==> config.mk <==
export PLATFORM = sky130hd
export DESIGN_NAME = edg_zbt_writer_flat
export DESIGN_NICKNAME = d
export VERILOG_FILES = /design/src/rtl/edg_zbt_writer_pkg.sv /design/src/rtl/edg_zbt_writer_if.sv /design/src/rtl/edg_wr_fifo.sv /design/src/rtl/edg_zbt_writer.sv /design/src/flat_wrapper.sv
export SDC_FILE = /design/constraint.sdc
export NUM_CORES = 1
export LEC_CHECK = 0
export CAP_MARGIN = 40
export CORE_UTILIZATION = 65
export CTS_CLUSTER_SIZE = 30
export DETAILED_ROUTE_END_ITERATION = 10
export DONT_BUFFER_PORTS = 1
export PLACE_DENSITY = 0.79
export RECOVER_POWER = 50
export SLEW_MARGIN = 20
export SYNTH_ARGS = -nofsm -noshare
export SYNTH_HDL_FRONTEND = slang
export SYNTH_SLANG_ARGS = --single-unit
==> constraint.sdc <==
create_clock -name i_clk -period 20 [get_ports i_clk]
set_input_delay 2 -clock i_clk [delete_from_list [all_inputs] [get_ports i_clk]]
set_output_delay 2 -clock i_clk [all_outputs]
set_load 0.005 [all_outputs]
==> src/rtl/edg_zbt_writer_pkg.sv <==
// Shared types and constants for the edge-detect ZBT frame writer.
package edg_zbt_writer_pkg;

  localparam int PIX_W        = 18;
  localparam int PAIR_W       = 2 * PIX_W;
  // Entry address field is sized for the ZBT part; ADDR_W must not exceed it.
  localparam int ENTRY_ADDR_W = 19;

  typedef enum logic [1:0] {
    ST_IDLE   = 2'd0,
    ST_ACTIVE = 2'd1,
    ST_DRAIN  = 2'd2
  } state_t;

  typedef struct packed {
    logic [ENTRY_ADDR_W-1:0] addr;
    logic [PAIR_W-1:0]       data;
  } entry_t;

endpackage

==> src/rtl/edg_zbt_writer_if.sv <==
// Write port from the frame writer to the ZBT memory arbiter.
interface edg_zbt_writer_if #(
  parameter int ADDR_W = 19
);
  import edg_zbt_writer_pkg::*;

  logic              mem_req;
  logic              mem_gnt;
  logic              mem_we;
  logic [ADDR_W-1:0] mem_addr;
  logic [PAIR_W-1:0] mem_data;

  modport master (output mem_req, output mem_we, output mem_addr, output mem_data, input mem_gnt);
  modport slave  (input mem_req, input mem_we, input mem_addr, input mem_data, output mem_gnt);

endinterface

==> src/rtl/edg_wr_fifo.sv <==
// Synchronous FIFO for address/data write entries. A push into a full FIFO
// is accepted only when a pop occurs in the same cycle; otherwise o_drop flags it.
module edg_wr_fifo #(
  parameter int WIDTH = 55,
  parameter int DEPTH = 8
) (
  input  logic             i_clk,
  input  logic             i_rst,
  input  logic             i_push,
  input  logic [WIDTH-1:0] i_din,
  input  logic             i_pop,
  output logic             o_full,
  output logic             o_empty,
  output logic             o_drop,
  output logic [WIDTH-1:0] o_head
);

  localparam int PTR_W = $clog2(DEPTH);
  localparam logic [PTR_W:0] FULL_CNT = (PTR_W+1)'(DEPTH);

  logic [WIDTH-1:0] r_mem [DEPTH];
  logic [PTR_W-1:0] r_wr_ptr;
  logic [PTR_W-1:0] r_rd_ptr;
  logic [PTR_W:0]   r_count;
  logic             w_push;
  logic             w_pop;

  assign o_empty = (r_count == '0);
  assign o_full  = (r_count == FULL_CNT);
  assign w_pop   = i_pop & ~o_empty;
  assign w_push  = i_push & (~o_full | w_pop);
  assign o_drop  = i_push & ~w_push;
  assign o_head  = r_mem[r_rd_ptr];

  // Storage needs no reset; an empty FIFO never exposes it.
  always_ff @(posedge i_clk) begin
    if (w_push) r_mem[r_wr_ptr] <= i_din;
  end

  always_ff @(posedge i_clk or posedge i_rst) begin
    if (i_rst) begin
      r_wr_ptr <= '0;
      r_rd_ptr <= '0;
      r_count  <= '0;
    end else begin
      if (w_push) r_wr_ptr <= r_wr_ptr + PTR_W'(1);
      if (w_pop)  r_rd_ptr <= r_rd_ptr + PTR_W'(1);
      if (w_push && !w_pop)      r_count <= r_count + (PTR_W+1)'(1);
      else if (!w_push && w_pop) r_count <= r_count - (PTR_W+1)'(1);
    end
  end

endmodule

==> src/rtl/edg_zbt_writer.sv <==
// Captures processed pixel pairs into a FIFO and writes them to ZBT memory.
// Define ZBT_DOUBLE_BUF_EN to alternate frames between two buffers.
//
// state     | meaning
// ST_IDLE   | waiting for enable at frame start; FIFO empty
// ST_ACTIVE | capturing pairs of the current frame
// ST_DRAIN  | capture finished, emptying FIFO into memory
module edg_zbt_writer
  import edg_zbt_writer_pkg::*;
#(
  parameter int H_ACTIVE   = 640,
  parameter int V_ACTIVE   = 480,
  parameter int CAP_START  = 4,
  parameter int ADDR_W     = ENTRY_ADDR_W,
  parameter int FIFO_DEPTH = 8,
  parameter int BUF0_BASE  = 0,
  parameter int BUF1_BASE  = 262144
) (
  input  logic              i_clk,
  input  logic              i_rst,
  input  logic              i_enable,
  input  logic [10:0]       i_hcount,
  input  logic [9:0]        i_vcount,
  input  logic [PAIR_W-1:0] i_two_proc_pixs,
  edg_zbt_writer_if.master  mem,
  output logic              o_busy,
  output logic              o_frame_done,
  output logic              o_overflow,
  output logic              o_buf_sel
);

  localparam int N_PAIRS = H_ACTIVE * V_ACTIVE / 2;
  localparam int CNT_W   = (N_PAIRS > 1) ? $clog2(N_PAIRS) : 1;
  localparam logic [CNT_W-1:0]  LAST_CNT = CNT_W'(N_PAIRS - 1);
  localparam logic [10:0]       CAP_LO   = 11'(CAP_START);
  localparam logic [10:0]       CAP_HI   = 11'(CAP_START + H_ACTIVE);
  localparam logic [9:0]        V_LIM    = 10'(V_ACTIVE);
  localparam logic [ADDR_W-1:0] BASE0    = ADDR_W'(BUF0_BASE);
  localparam logic [ADDR_W-1:0] BASE1    = ADDR_W'(BUF1_BASE);

  state_t            r_state;
  state_t            w_state_nxt;
  logic [CNT_W-1:0]  r_cnt;
  logic              r_overflow;
  logic              r_frame_done;
  logic              w_frame_start;
  logic              w_start;
  logic              w_capture;
  logic              w_last;
  logic              w_done;
  logic [CNT_W-1:0]  w_cnt;
  logic              w_buf_idx;
  logic [ADDR_W-1:0] w_base;
  logic [ADDR_W-1:0] w_pair_addr;
  entry_t            w_push_entry;
  entry_t            w_head;
  logic              w_full;
  logic              w_empty;
  logic              w_drop;

  assign w_frame_start = (i_hcount == '0) && (i_vcount == '0);
  assign w_start       = (r_state == ST_IDLE) && i_enable && w_frame_start;

  // Capture is live in the start cycle itself, with the counter seen as cleared.
  assign w_capture = ((r_state == ST_ACTIVE) || w_start) && !i_hcount[0] &&
                     (i_hcount >= CAP_LO) && (i_hcount < CAP_HI) && (i_vcount < V_LIM);
  assign w_cnt     = w_start ? '0 : r_cnt;
  assign w_last    = w_capture && (w_cnt == LAST_CNT);

`ifdef ZBT_DOUBLE_BUF_EN
  logic r_cur_buf;
  logic r_buf_sel;

  // r_cur_buf resets to 1 so that the first frame after reset lands in buffer 0.
  assign w_buf_idx = w_start ? ~r_cur_buf : r_cur_buf;
  assign o_buf_sel = r_buf_sel;

  always_ff @(posedge i_clk or posedge i_rst) begin
    if (i_rst) begin
      r_cur_buf <= 1'b1;
      r_buf_sel <= 1'b0;
    end else begin
      if (w_start) r_cur_buf <= ~r_cur_buf;
      if (w_done)  r_buf_sel <= r_cur_buf;
    end
  end
`else
  assign w_buf_idx = 1'b0;
  assign o_buf_sel = 1'b0;
`endif

  assign w_base      = w_buf_idx ? BASE1 : BASE0;
  assign w_pair_addr = w_base + ADDR_W'(w_cnt);

  always_comb begin
    w_push_entry      = '0;
    w_push_entry.addr = ENTRY_ADDR_W'(w_pair_addr);
    w_push_entry.data = i_two_proc_pixs;
  end

  edg_wr_fifo #(
    .WIDTH ($bits(entry_t)),
    .DEPTH (FIFO_DEPTH)
  ) u_fifo (
    .i_clk   (i_clk),
    .i_rst   (i_rst),
    .i_push  (w_capture),
    .i_din   (w_push_entry),
    .i_pop   (mem.mem_gnt),
    .o_full  (w_full),
    .o_empty (w_empty),
    .o_drop  (w_drop),
    .o_head  (w_head)
  );

  always_comb begin
    w_state_nxt = r_state;
    w_done      = 1'b0;
    case (r_state)
      ST_IDLE: begin
        if (w_start) w_state_nxt = w_last ? ST_DRAIN : ST_ACTIVE;
      end
      ST_ACTIVE: begin
        if (w_last || w_frame_start) w_state_nxt = ST_DRAIN;
      end
      ST_DRAIN: begin
        if (w_empty) begin
          w_state_nxt = ST_IDLE;
          w_done      = 1'b1;
        end
      end
      default: w_state_nxt = ST_IDLE;
    endcase
  end

  always_ff @(posedge i_clk or posedge i_rst) begin
    if (i_rst) begin
      r_state      <= ST_IDLE;
      r_cnt        <= '0;
      r_overflow   <= 1'b0;
      r_frame_done <= 1'b0;
    end else begin
      r_state      <= w_state_nxt;
      r_frame_done <= w_done;
      // Dropped pairs still advance the counter so later pairs keep their slot.
      if (w_capture)    r_cnt <= w_cnt + CNT_W'(1);
      else if (w_start) r_cnt <= '0;
      if (w_start)
        r_overflow <= 1'b0;
      else if (w_drop || ((r_state == ST_ACTIVE) && w_frame_start))
        r_overflow <= 1'b1;
    end
  end

  assign mem.mem_req  = ~w_empty;
  assign mem.mem_we   = ~w_empty;
  assign mem.mem_addr = w_empty ? '0 : ADDR_W'(w_head.addr);
  assign mem.mem_data = w_empty ? '0 : w_head.data;

  assign o_busy       = (r_state != ST_IDLE);
  assign o_frame_done = r_frame_done;
  assign o_overflow   = r_overflow;

endmodule
==> src/flat_wrapper.sv <==
// flat-port wrapper written by rule: the top's interface ports become plain ports
module edg_zbt_writer_flat import edg_zbt_writer_pkg::*;
#(
  parameter int H_ACTIVE   = 640,
  parameter int V_ACTIVE   = 480,
  parameter int CAP_START  = 4,
  parameter int ADDR_W     = ENTRY_ADDR_W,
  parameter int FIFO_DEPTH = 8,
  parameter int BUF0_BASE  = 0,
  parameter int BUF1_BASE  = 262144
)
  (i_clk, i_rst, i_enable, i_hcount, i_vcount, i_two_proc_pixs, o_busy, o_frame_done, o_overflow, o_buf_sel, mem_mem_req, mem_mem_we, mem_mem_addr, mem_mem_data, mem_mem_gnt);
  edg_zbt_writer_if #(.ADDR_W(ADDR_W)) mem_i ();
  input  logic i_clk;
  input  logic i_rst;
  input  logic i_enable;
  input  logic [10:0] i_hcount;
  input  logic [9:0] i_vcount;
  input  logic [PAIR_W-1:0] i_two_proc_pixs;
  output logic o_busy;
  output logic o_frame_done;
  output logic o_overflow;
  output logic o_buf_sel;
  output wire logic [$bits(mem_i.mem_req)-1:0] mem_mem_req;
  output wire logic [$bits(mem_i.mem_we)-1:0] mem_mem_we;
  output wire logic [$bits(mem_i.mem_addr)-1:0] mem_mem_addr;
  output wire logic [$bits(mem_i.mem_data)-1:0] mem_mem_data;
  input wire logic [$bits(mem_i.mem_gnt)-1:0] mem_mem_gnt;
  assign mem_mem_req = mem_i.mem_req;
  assign mem_mem_we = mem_i.mem_we;
  assign mem_mem_addr = mem_i.mem_addr;
  assign mem_mem_data = mem_i.mem_data;
  assign mem_i.mem_gnt = mem_mem_gnt;
  edg_zbt_writer #(.H_ACTIVE(H_ACTIVE), .V_ACTIVE(V_ACTIVE), .CAP_START(CAP_START), .ADDR_W(ADDR_W), .FIFO_DEPTH(FIFO_DEPTH), .BUF0_BASE(BUF0_BASE), .BUF1_BASE(BUF1_BASE)) u_core (.i_clk(i_clk), .i_rst(i_rst), .i_enable(i_enable), .i_hcount(i_hcount), .i_vcount(i_vcount), .i_two_proc_pixs(i_two_proc_pixs), .mem(mem_i), .o_busy(o_busy), .o_frame_done(o_frame_done), .o_overflow(o_overflow), .o_buf_sel(o_buf_sel));
endmodule
# Word-level counts from Yosys, hierarchy flattened
# Memory sizes are Yosys's and may differ from the RTL's.
# Cells that the tools add are included.
# word_totals
ramBits	432
register_bits	32
in_bits	61
n_memories	1
elab_cells	72
output_inout_bits	61
# memory_table
memory	depth	word_bits	read_ports	rd_clocked_by_memory_dff	write_ports	line	rtl
u_core.u_fifo.r_mem	8	54	1	0	1	edg_wr_fifo.sv:21	logic [WIDTH-1:0] r_mem [DEPTH];
# classes
addsub	5
bitwise	7
eq_ne	7
n_reduce_logical	25
order_cmp	3
muxes	17
# ops
op	count
$mux W18	2
$mux W36	1
$mux W19	1
$add A18 B1 Y18 const B	1
$eq A18 B18 Y1 const B	1
$ge A11 B3 Y1 const B	1
$logic_and A1 B1 Y1	11
$logic_not A11 Y1	1
$lt A11 B10 Y1 const B	1
$logic_not A10 Y1	1
$lt A10 B9 Y1 const B	1
$mux W2	4
$mux W4	2
$add A3 B1 Y3 const B	2
$mux W1	6
$ne A2 B1 Y1 const B	3
$pmux W2 S3	1
$reduce_bool A2 Y1	3
$add A4 B1 Y4 const B	1
$eq A4 B4 Y1 const B	1
$logic_not A4 Y1	1
$sub A4 B1 Y4 const B	1
$and A1 B1 Y1	3
$logic_not A1 Y1	3
7 further kinds	11

# Logic depth before layout (Yosys ltp)
# Gate-level depths: netlist of the first run.
# depth
word_depth	14
ltp_mapped	14
depth_no_buf	13

# Hierarchy
# Synthesis of the first run repeated with hierarchy kept, for this count alone.
# hier_totals
cells_unflattened	948
hier_area_um2	19105.8
# modules_own_cells
module	n_inst	area_each_um2	seq_area_each_um2	cells_per_inst
edg_wr_fifo	1	17108.9	13462.9	700
edg_zbt_writer	1	1996.9	550.5	248

# Worst setup path after synthesis of the first run
# Ideal clock, no wire load.
# synth_path
path_type	input -> register
from	input i_hcount[2]
to	memory u_core.u_fifo.r_mem[4][0] in the netlist's numbering (enable)
path_stages	6
setup_ns	0.619
required_ns	19.381
t_arrival_ns	8.959
path_buffers	1
setup_slack_ns	10.422
path_cell_list	or4_4 > o31a_1 > nor4_4 > nand2_1 > buf_2 > nor4b_1
# synth_between
elab_chain_cells	11
elab_cells_between_ends	13
classes_between	order compare: 2; mux: 2; bitwise: 1; reduce/logical: 8
# synth_rtl
item	line	rtl
from (decl)	flat_wrapper.sv:17	input logic [10:0] i_hcount;
parallel branches: the longest is 6 deep, another holds $ge A11 B3 Y1	--	
$logic_and A1 B1 Y1 (*) (2 in series)	edg_zbt_writer.sv:66	(i_hcount >= CAP_LO) && (i_hcount < CAP_HI) && (i_vcount < V_LIM);
$and A1 B1 Y1 (*)	edg_wr_fifo.sv:31	assign w_push = i_push & (~o_full | w_pop);
$mux W1 (*)	edg_wr_fifo.sv:37	if (w_push) r_mem[r_wr_ptr] <= i_din;
$mux W1 (implied by the code) (*)	edg_wr_fifo.sv:37	
to (decl)	edg_wr_fifo.sv:21	
# Every way passes the cells marked *.

# Worst setup path in the final report of the first run
# layout_path
from	register u_core.u_fifo.r_count[0]
to	output mem_mem_we
# layout_between
elab_chain_cells	2
# layout_rtl
item	line	rtl
from (decl)	edg_wr_fifo.sv:24	logic [PTR_W:0] r_count;
from (signal assigned)	edg_wr_fifo.sv:48	if (w_push && !w_pop) r_count <= r_count + (PTR_W+1)'(1);
from (signal assigned)	edg_wr_fifo.sv:49	else if (!w_push && w_pop) r_count <= r_count - (PTR_W+1)'(1);
$logic_not A4 Y1	edg_wr_fifo.sv:28	assign o_empty = (r_count == '0);
$not A1 Y1	--	
to (decl)	flat_wrapper.sv:25	output wire logic [$bits(mem_i.mem_we)-1:0] mem_mem_we;
# No other way between the ends.

==> impl_metrics.py, run 1 <==
metrics = {
    "grt": {
        "antenna_found_initial": 0,
        "grt_max_degree": 48,
        "first_global_vias": 9303,
        "grt_usage_pct": 27.14,
        "grt-ovfl-total": 0,
        "grt_pass1_wl_um": 56010,
    },
    "logic_synthesis": {
        "synth_ff_type": "edfxtp_1",
        "yosys.cell_types.count": 44,
        "synth-edff-count": 432,
        "yosys.area_share.xor_xnor_pct": 1.196,
        "synth_area_um2": 18300,
        "ys_warn_count": 0,
        "muxShareOfSynthArea_pct": 16.49,
        "synth-seq-area-share_pct": 75.26,
        "synth_compound_area_share_pct": 0.3350,
        "syn_inst": 889,
        "synth.area.top_cells": "edfxtp_1, mux4_2, dfrtp_1",
        "synth_top_area_cell": "edfxtp_1",
        "netlist_top_cells_count": "edfxtp_1, mux4_2, nor2_1, mux2i_1, dfrtp_1",
        "synthAdderAreaFrac_pct": 0.5196,
        "synth.avg_cell_area_um2": 20.59,
        "post-synth-top-count-cell": "edfxtp_1",
        "synth_top_family_by_area": "multiplexers",
        "ys_ff_latch": 464,
        "synth-simple-area-share_pct": 4.895,
        "postSynth.asyncResetShare_pct": 6.897,
        "synth_top_cell_area_share_pct": 70.88,
    },
    "placement": {
        "placed_cells": 1245,
        "place_ws_ns": 14.26,
        "place_hpwl_um": 20050,
        "port_buffers": 0,
        "gp_congestion": 0.8185,
        "place_area_um2": 18920,
    },
    "timing": {
        "setup_viol": 0,
        "layout_min_cycle_time_ns": 7.318,
        "fmax_mhz": 136.6,
        "finalCritPeriodShare_pct": 36.59,
        "fin_worst_skew_ns": 0.03424,
        "hold_viol": 0,
        "max_slew_margin_pct": -70.92,
        "fin_setup_tns_ns": 0,
        "finalMaxSlewViolations": 91,
        "rsz0062_at_grt": "no",
        "postLayoutSetupSlackWorst_ns": 12.68,
        "tightest_slew_ns": 2.564,
        "timing.hold.ws_ns": 0.5083,
    },
    "hold_path": {
        "worstHoldEndpoint": "u_core.u_fifo.r_count[3]",
        "hp-start": "u_core.u_fifo.r_count[3]",
        "hold_class": "reg -> reg",
        "min_path_cells": 1,
    },
    "setup_path": {
        "required_ns": 18.00,
        "worstSetupStartpointType": "flip-flop",
        "endpoint_kind": "output port",
        "r2r-start": "u_core.u_fifo.r_count[0]",
        "worst-r2r-cell-count": 12,
        "rr_endpoint": "u_core.u_fifo.r_count[3]",
        "rrSetupSlack_ns": 13.33,
        "arrival_ns": 5.32,
        "crit_path_max_fanout": 44,
        "worstSetupPathType": "reg -> out",
    },
    "pwr": {
        "power.leakage_nw": 6.814,
        "power.total_mw": 2.542,
        "intPower_mw": 1.850,
        "p_clk_share_pct": 33.3,
        "switching_share_pct": 27.23,
        "pwr-share-comb_pct": 22.5,
        "power.density_nw_per_um2": 125.0,
        "max-vdd-ir-drop_uv": 80.72,
        "p_sw_mw": 0.6922,
        "seqPwrFrac_pct": 44.2,
    },
    "outcome": {
        "status": "finished with violations",
        "failed_checks": "max-capacitance violations, max-slew violations",
    },
    "routing": {
        "top_layer": "met4",
        "vias": 8839,
        "dr_wl_met2_um": 20450,
        "detail-route-antenna-nets": 0,
        "drtIter0Drc": 662,
        "routedWlPerCell_um": 29.45,
        "via_per_inst": 6.661,
        "wl_met1_um": 14470,
        "drt_pass1_iterations": 5,
        "drc": 0,
        "wl_um": 39080,
        "met3_length_um": 3011,
    },
    "final_layout": {
        "fillers": 1528,
        "final_util_pct": 73.40,
        "design_area_um2": 20340,
        "syn2layout_area_growth_pct": 11.12,
        "diodes": 0,
        "final_nets": 984,
        "drive_gt1_share_pct": 22.34,
        "fin_cells": 1327,
    },
    "die": {
        "die_area_um2": 28830,
        "io_pins": 122,
        "die_w_um": 169.8,
        "coreArea_um2": 27710,
        "placementRows": 61,
        "die-height_um": 169.8,
        "initial_core_util_pct": 66.06,
    },
    "run": {
        "drv_cap": 3,
    },
    "clock_tree": {
        "clkLatencyLatePin_ns": 0.56,
        "hold_buffers": 0,
        "clkSlewWorstSetupHoldPaths_ns": 0.06,
        "post-cts-setup-buffers": 0,
        "root_buffer": "clkbuf_16",
        "clock-sinks": 464,
        "tritoncts": "done",
        "cts-buffers-inserted": 45,
        "cts_resized": 0,
        "htree_levels": 2,
        "clk_path_buf_depth": 3,
    },
}
[how the worst max path moves through the flow]
stage                              start                          to  slack (ns)  cells after the start
6_report        u_core.u_fifo.r_count[0]                  mem_mem_we       12.68                      3
2_1_floorplan                i_hcount[2]   u_core.u_fifo.r_mem[4][0]       10.42                      6
3_3_place_gp                 i_hcount[2]  u_core.u_fifo.r_mem[2][10]       14.38                      6
4_1_cts        u_core.u_fifo.r_rd_ptr[0]            mem_mem_data[23]       14.09                      6
5_1_grt         u_core.u_fifo.r_count[0]                 mem_mem_req       12.24                      3
3_5_place_dp                 i_hcount[2]  u_core.u_fifo.r_mem[2][10]       14.26                      6
[power by group through the flow]
| stage | clock (mW) | sequential (mW) | combinational (mW) |
|---|---|---|---|
| after detailed placement | 0 | 1.15 | 0.558 |
| final | 0.847 | 1.12 | 0.572 |
| after global placement | 0 | 1.16 | 0.517 |
| after global routing | 0.888 | 1.12 | 0.617 |
| after CTS | 0.854 | 1.12 | 0.571 |
| after floorplan | 0 | 1.09 | 0.474 |
[metal layers]
layer  vias up  global-route usage (%)
met5         -                       0
met4         0                   10.26
met3        77                   6.390
met2       461                   45.24
met1      4640                   35.15
li1       3661                       -
[state kept, by name, summed over array words and instances, names as in the netlist]
| signal | count |
|---|---|
| u_core.u_fifo.r_mem | 432 |
| u_core.r_cnt | 18 |
| u_core.u_fifo.r_count | 4 |
| u_core.u_fifo.r_rd_ptr | 3 |
| u_core.u_fifo.r_wr_ptr | 3 |
| u_core.r_state | 2 |
| u_core.o_frame_done | 1 |
| u_core.o_overflow | 1 |
[area by class of cell]
type / instances / area, um2 / share of cell area [%]
Multi-Input combinational cell: 372 / 4297 / 21.13
Tap cell: 378 / 473.0 / 2.326
Clock inverter: 24 / 251.5 / 1.237
Inverter: 6 / 22.52 / 0.1107
Timing Repair Buffer: 27 / 299.0 / 1.470
Clock buffer: 56 / 1210 / 5.949
Sequential cell: 464 / 13780 / 67.78
[placed cells by master, fill, tap and decap left out, types with 2 or more instances in the layout]
cell / count
nor2_1: 64
and4b_1: 2
bufinv_16: 5
nand3_1: 10
clkbuf_1: 12
nand3b_1: 2
and3_1: 5
nor3_1: 6
clkinv_2: 7
or4_1: 3
mux2i_1: 54
and4_1: 2
edfxtp_1: 432
xnor2_1: 21
buf_4: 16
nor4_1: 13
mux4_2: 108
buf_16: 3
clkinvlp_4: 3
buf_12: 4
nor4b_2: 3
dfrtp_4: 3
conb_1: 2
ha_1: 6
xor2_1: 4
dfrtp_1: 29
clkbuf_16: 47
nor2b_1: 19
a21oi_1: 2
inv_6: 2
mux2_2: 4
nor4_2: 3
inv_1: 6
nand4_1: 9
nand2_1: 13
clkinv_1: 7
o21ai_0: 3
[critical path, stage by stage (launching register included)]
cell	delay, ns
dfrtp_1	0.45
nor4_1	1.78
clkbuf_1	1.92
inv_1	0.62
[cell families after synthesis]
family / after synthesis
other cells: 1
mux: 166
simple gates: 162
compound gates: 10
xor+xnor: 25
fa+ha+maj: 7
buf+inv: 54
flops: 464
Power figures use the tool's default switching activity.
==> run 2, diff against run 1 <==
--- a/config.mk
+++ b/config.mk
@@ -6,11 +6,11 @@
 export NUM_CORES = 1
 export LEC_CHECK = 0
 export CAP_MARGIN = 40
-export CORE_UTILIZATION = 65
+export CORE_UTILIZATION = 63
 export CTS_CLUSTER_SIZE = 30
 export DETAILED_ROUTE_END_ITERATION = 10
 export DONT_BUFFER_PORTS = 1
-export PLACE_DENSITY = 0.79
+export PLACE_DENSITY = 0.77
 export RECOVER_POWER = 50
 export SLEW_MARGIN = 20
 export SYNTH_ARGS = -nofsm -noshare
==> constraint.sdc (replaced) <==
create_clock -name i_clk -period 7 [get_ports i_clk]
set_input_delay 0.7 -clock i_clk [delete_from_list [all_inputs] [get_ports i_clk]]
set_output_delay 0.7 -clock i_clk [all_outputs]
set_load 0.005 [all_outputs]
==> run 2 against run 1 <==
Compared with the run above: sequential power grew to 2.8 times the previous value; worst setup slack got worse by 10 ns; worst hold slack lost 0.26 ns; flip-flop and latch count unchanged; clock-buffer cell count stayed put; largest power group unchanged; die area grew 3.1%; largest cell class unchanged; the run still ends with max-capacitance violations, max-slew violations left.
==> impl_metrics.py, run 2 (synthesis gave the netlist of run 1 again) <==
metrics = {
    "outcome": {
        "status": "finished with violations",
        "failed_checks": "max-capacitance violations, max-slew violations",
    },
    "placement": {
        "placed_cells": 1244,
        "place_hpwl_um": 19150,
        "port_buffers": 0,
        "place_ws_ns": 2.787,
        "gp_congestion": 0.8081,
        "place_area_um2": 18850,
    },
    "routing": {
        "vias": 8606,
        "via_per_inst": 6.495,
        "routedWlPerCell_um": 27.14,
        "wl_um": 35970,
        "drtIter0Drc": 799,
        "detail-route-antenna-nets": 0,
        "drt_pass1_iterations": 5,
        "drc": 0,
    },
    "pwr": {
        "p_clk_share_pct": 32.9,
        "power.total_mw": 7.038,
        "pwr-share-comb_pct": 21.7,
        "power.density_nw_per_um2": 348.1,
        "power.leakage_nw": 6.803,
        "max-vdd-ir-drop_uv": 215.1,
        "switching_share_pct": 26.83,
        "seqPwrFrac_pct": 45.3,
        "intPower_mw": 5.150,
        "p_sw_mw": 1.888,
    },
    "clock_tree": {
        "root_buffer": "clkbuf_16",
        "post-cts-setup-buffers": 0,
        "clkLatencyLatePin_ns": 0.55,
        "tritoncts": "done",
        "clk_path_buf_depth": 3,
        "clkSlewWorstSetupHoldPaths_ns": 0.07,
        "htree_levels": 2,
        "hold_buffers": 0,
        "clock-sinks": 464,
        "cts_resized": 0,
        "cts-buffers-inserted": 44,
    },
    "timing": {
        "rsz0062_at_grt": "no",
        "hold_viol": 0,
        "postLayoutSetupSlackWorst_ns": 2.376,
        "finalMaxSlewViolations": 64,
        "layout_min_cycle_time_ns": 4.624,
        "setup_viol": 0,
        "finalCritPeriodShare_pct": 66.06,
        "max_slew_margin_pct": -30.18,
        "fmax_mhz": 216.3,
        "timing.hold.ws_ns": 0.2462,
        "tightest_slew_ns": 1.953,
        "fin_setup_tns_ns": 0,
        "fin_worst_skew_ns": 0.01813,
    },
    "setup_path": {
        "crit_chain": "buf_12 -> mux4_2 -> mux2i_1 -> nor2_1",
        "r2r-start": "u_core.r_state[1]",
        "cp_slowest_stage_delay_ns": 1.65,
        "endpoint_kind": "output port",
        "critPathBufInv": 1,
        "cp_top_family": "flip-flops",
        "required_ns": 6.30,
        "worstSetupPathType": "reg -> out",
        "slowest_stage": "dfrtp_1",
        "startpoint": "u_core.u_fifo.r_rd_ptr[0]",
        "crit_path_max_fanout": 80,
        "arrival_ns": 3.92,
        "worstSetupStartpointType": "flip-flop",
    },
    "hold_path": {
        "hold_class": "in -> reg",
        "hp-start": "i_two_proc_pixs[16]",
    },
    "final_layout": {
        "largest_reg_flops": 432,
        "multiInputGateArea_um2": 4335,
        "final_common_cell": "edfxtp_1",
        "diodes": 0,
        "top_register": "u_core.u_fifo.r_mem",
        "final_util_pct": 70.64,
        "syn2layout_area_growth_pct": 10.48,
        "final_nets": 975,
        "final-seq-area_um2": 13780,
        "design_area_um2": 20220,
        "layout_common_cells": "edfxtp_1, mux4_2, nor2_1",
        "fin_cells": 1325,
        "largestRegisters": "u_core.u_fifo.r_mem: 432 flops, u_core.r_cnt: 18 flops, u_core.u_fifo.r_count: 4 flops",
        "fillers": 1605,
        "drive_gt1_share_pct": 21.68,
    },
    "die": {
        "io_pins": 122,
        "die_w_um": 172.4,
        "initial_core_util_pct": 63.93,
        "die-height_um": 172.4,
        "coreArea_um2": 28630,
        "die_area_um2": 29740,
        "placementRows": 62,
    },
    "run": {
        "drv_cap": 2,
    },
    "grt": {
        "grt_pass1_wl_um": 53280,
        "grt-ovfl-total": 0,
        "antenna_found_initial": 0,
        "first_global_vias": 8765,
        "grt_usage_pct": 25.21,
        "grt_max_degree": 81,
    },
}
run 2: cell types whose count changed in the layout (fill, tap and decap cells not counted), sizes merged:
cell      change
buf           -8
clkinvlp      -2
bufinv        -1
clkinv        +3
run 2: final timing paths:
kind | endpoint | slack (ns) | cells past startpoint
setup / recovery | mem_mem_data[2] | 2.38 | 4
hold / removal | u_core.u_fifo.r_mem[4][16] | 0.25 | 0
setup reg to reg | u_core.u_fifo.r_mem[5][33] | 3.22 | 5
hold reg to reg | u_core.o_frame_done | 0.54 | 1
max in group asynchronous | u_core.u_fifo.r_rd_ptr[1] | 5.15 | 2
min in group asynchronous | u_core.u_fifo.r_count[0] | 0.65 | 2
run 2: layout make-up:
cell class | instances | area share, %
timing repair buffer | 19 | 1.009
multi-input combinational | 372 | 21.44
clock buffer | 56 | 5.774
inverter | 6 | 0.1114
sequential | 464 | 68.16
clock inverter | 24 | 1.132
tap | 384 | 2.376
run 2: worst reg2reg max path, delay by kind of cell, from the launching register on:
kind	cells	cell delay, ns
simple gates	4	2.35
buf+inv	1	0.61
flops	1	0.44
run 2: metal layers:
layer  GRT usage, %  wire length, um  vias up
met5              0                0        -
met4          8.157              822        0
met3          5.287             2617       54
met2          42.46            18660      393
met1          33.20            13860     4517
li1               -                -     3642
run 2: power groups by stage:
stage,logic (mW),registers (mW),clock network [mW]
6_report,1.53,3.19,2.32
5_1_grt,1.66,3.20,2.46
4_1_cts,1.56,3.20,2.36
3_5_place_dp,1.53,3.26,0
3_3_place_gp,1.37,3.35,0
2_1_floorplan,1.31,3.12,0
==> run 3, diff against run 2 <==
==> constraint.sdc (replaced) <==
create_clock -name i_clk -period 4.35 [get_ports i_clk]
set_input_delay 0.435 -clock i_clk [delete_from_list [all_inputs] [get_ports i_clk]]
set_output_delay 0.435 -clock i_clk [all_outputs]
set_load 0.005 [all_outputs]
==> run 3 against run 2 <==
Compared with the run above: the run still ends with max-capacitance violations, max-slew violations left; critical endpoint is now u_core.u_fifo.r_count[3]; cell count is 2.9% higher; worst hold slack worse by 0.19 ns; worst setup slack worse by 1.7 ns; register-to-register slack worse by 2.5 ns; largest cell class unchanged.
==> impl_metrics.py, run 3 (synthesis gave the netlist of run 1 again) <==
metrics = {
    "setup_path": {
        "arrival_ns": 4.11,
        "worstSetupStartpointType": "input pin",
        "r2r-start": "u_core.r_state[1]",
        "crit_path_max_fanout": 12,
        "required_ns": 4.77,
        "rrSetupSlack_ns": 0.76,
        "worstSetupPathType": "in -> reg",
        "endpoint_kind": "flip-flop",
        "worst-r2r-cell-count": 13,
        "rr_endpoint": "u_core.u_fifo.r_count[3]",
    },
    "timing": {
        "hold_viol": 0,
        "finalCritPeriodShare_pct": 84.80,
        "max_slew_margin_pct": -15.16,
        "rsz0062_at_grt": "no",
        "fin_worst_skew_ns": 0.01856,
        "postLayoutSetupSlackWorst_ns": 0.6614,
        "tightest_slew_ns": 1.727,
        "finalMaxSlewViolations": 33,
        "setup_viol": 0,
        "fmax_mhz": 271.1,
        "fin_setup_tns_ns": 0,
        "layout_min_cycle_time_ns": 3.689,
    },
    "routing": {
        "vias": 8871,
        "drt_pass1_iterations": 5,
        "wl_um": 37360,
        "routedWlPerCell_um": 27.39,
        "drc": 0,
        "detail-route-antenna-nets": 0,
        "drtIter0Drc": 838,
        "via_per_inst": 6.504,
    },
    "grt": {
        "grt-ovfl-total": 0,
        "grt_pass1_wl_um": 55770,
        "antenna_found_initial": 0,
        "grt_usage_pct": 26.12,
        "first_global_vias": 9230,
        "grt_max_degree": 55,
    },
    "pwr": {
        "power.leakage_nw": 6.976,
        "intPower_mw": 8.347,
        "p_sw_mw": 3.076,
        "max-vdd-ir-drop_uv": 308.5,
        "switching_share_pct": 26.93,
        "power.total_mw": 11.42,
        "pwr-share-comb_pct": 22.1,
        "power.density_nw_per_um2": 553.2,
        "p_clk_share_pct": 32.8,
        "seqPwrFrac_pct": 45.1,
    },
    "final_layout": {
        "top_register": "u_core.u_fifo.r_mem",
        "layout_common_cells": "edfxtp_1, mux4_2, nor2_1",
        "syn2layout_area_growth_pct": 12.83,
        "largestRegisters": "u_core.u_fifo.r_mem: 432 flops, u_core.r_cnt: 18 flops, u_core.u_fifo.r_count: 4 flops",
        "drive_gt1_share_pct": 21.12,
        "design_area_um2": 20650,
        "final_nets": 1017,
        "final_util_pct": 72.13,
        "largest_reg_flops": 432,
        "diodes": 0,
        "final_common_cell": "edfxtp_1",
    },
    "clock_tree": {
        "root_buffer": "clkbuf_16",
        "clkSlewWorstSetupHoldPaths_ns": 0.06,
        "cts-buffers-inserted": 44,
        "clock-sinks": 464,
        "clkLatencyLatePin_ns": 0.54,
        "tritoncts": "done",
        "clk_path_buf_depth": 3,
        "cts_resized": 0,
        "htree_levels": 2,
    },
    "placement": {
        "place_ws_ns": 0.8439,
        "place_hpwl_um": 19160,
        "port_buffers": 0,
        "place_area_um2": 18970,
        "gp_congestion": 0.8076,
    },
    "die": {
        "die_w_um": 172.4,
        "die-height_um": 172.4,
        "placementRows": 62,
        "io_pins": 122,
        "die_area_um2": 29740,
        "coreArea_um2": 28630,
        "initial_core_util_pct": 63.93,
    },
    "hold_path": {
        "min_path_cells": 2,
        "worstHoldEndpoint": "u_core.u_fifo.r_rd_ptr[2]",
        "hp-start": "mem_mem_gnt",
        "hold_class": "in -> reg",
    },
    "outcome": {
        "failed_checks": "max-capacitance violations, max-slew violations",
        "status": "finished with violations",
    },
    "run": {
        "drv_cap": 1,
    },
}
==> run 3: cell types whose count changed in the layout (fill, tap and decap cells not counted), moves of 2 or more <==
cell	previous run	this run
dlygate4sd3_1	0	37
buf_12	1	4
buf_4	12	15
clkbuf_1	14	17
clkinv_1	7	4
buf_16	3	1
clkbuf_4	0	2
clkbuf_8	0	2
clkinv_4	2	0
inv_6	2	0
nor4b_2	2	0
nor4b_4	1	3
==> run 3: timing repair <==
action,4_1_cts,5_1_grt
hold buffers,37,0
endpoints found under the hold margin,320,0
endpoints found under the setup margin,0,0
setup buffers,0,0
==> run 3: how the worst max path moves through the flow <==
stage | from | slack [ns] | endpoint | cells past startpoint
2_1_floorplan | i_hcount[2] | -0.97 | u_core.u_fifo.r_mem[2][0] | 6
3_3_place_gp | i_hcount[2] | 0.89 | u_core.u_fifo.r_count[3] | 14
3_5_place_dp | i_hcount[2] | 0.84 | u_core.u_fifo.r_count[3] | 14
4_1_cts | u_core.u_fifo.r_rd_ptr[0] | 0.97 | mem_mem_addr[15] | 4
5_1_grt | i_hcount[2] | 0.48 | u_core.u_fifo.r_count[3] | 14
6_report | i_hcount[2] | 0.66 | u_core.u_fifo.r_count[3] | 14
==> run 3: layout make-up <==
class | instances | area, um2
sequential | 464 | 13780
fill | 1594 | 7976
multi-input combinational | 372 | 4368
clock buffer | 62 | 1210
timing repair buffer | 61 | 613.1
tap | 384 | 480.5
clock inverter | 15 | 170.2
inverter | 6 | 22.52
==> run 3: metrics by stage <==
| stage | cells | hold slack, ns |
|---|---|---|
| 2_1_floorplan | 890 | 0.4817 |
| 3_3_place_gp | 1248 | 0.4327 |
| 3_5_place_dp | 1250 | 0.4567 |
| 4_1_cts | 1364 | 0.04082 |
| 5_1_grt | 1364 | 0.05595 |
| 6_report | 1364 | 0.05481 |
==> run 3: power groups by stage <==
stage | Clock [mW] | Combinational (mW) | Sequential (mW)
finish | 3.75 | 2.52 | 5.16
global route | 3.94 | 2.73 | 5.18
CTS | 3.74 | 2.56 | 5.17
detailed placement | 0 | 2.45 | 5.26
global placement | 0 | 2.22 | 5.40
floorplan | 0 | 2.10 | 5.02
==> run 3: critical path: stages <==
cell and delay (ns):
or4_1 0.56, o31a_1 0.42, nor4_1 0.63, nand2_1 0.11, clkbuf_1 0.47, inv_1 0.19, ha_1 0.21, inv_1 0.10
ha_1 0.29, a21o_1 0.18, a21oi_1 0.17, xnor2_1 0.14, nor2_1 0.07, xor2_1 0.14
==> run 3: routing by layer <==
layer / share of wire [%] / track usage, % / wire [um] / vias up
met4: 1.7 / 7.157 / 627 / 0
met5: 0 / 0 / 0 / -
met2: 50 / 42.58 / 18790 / 441
met3: 7.7 / 4.692 / 2887 / 49
li1: - / - / - / 3720
met1: 40 / 36.93 / 15060 / 4661
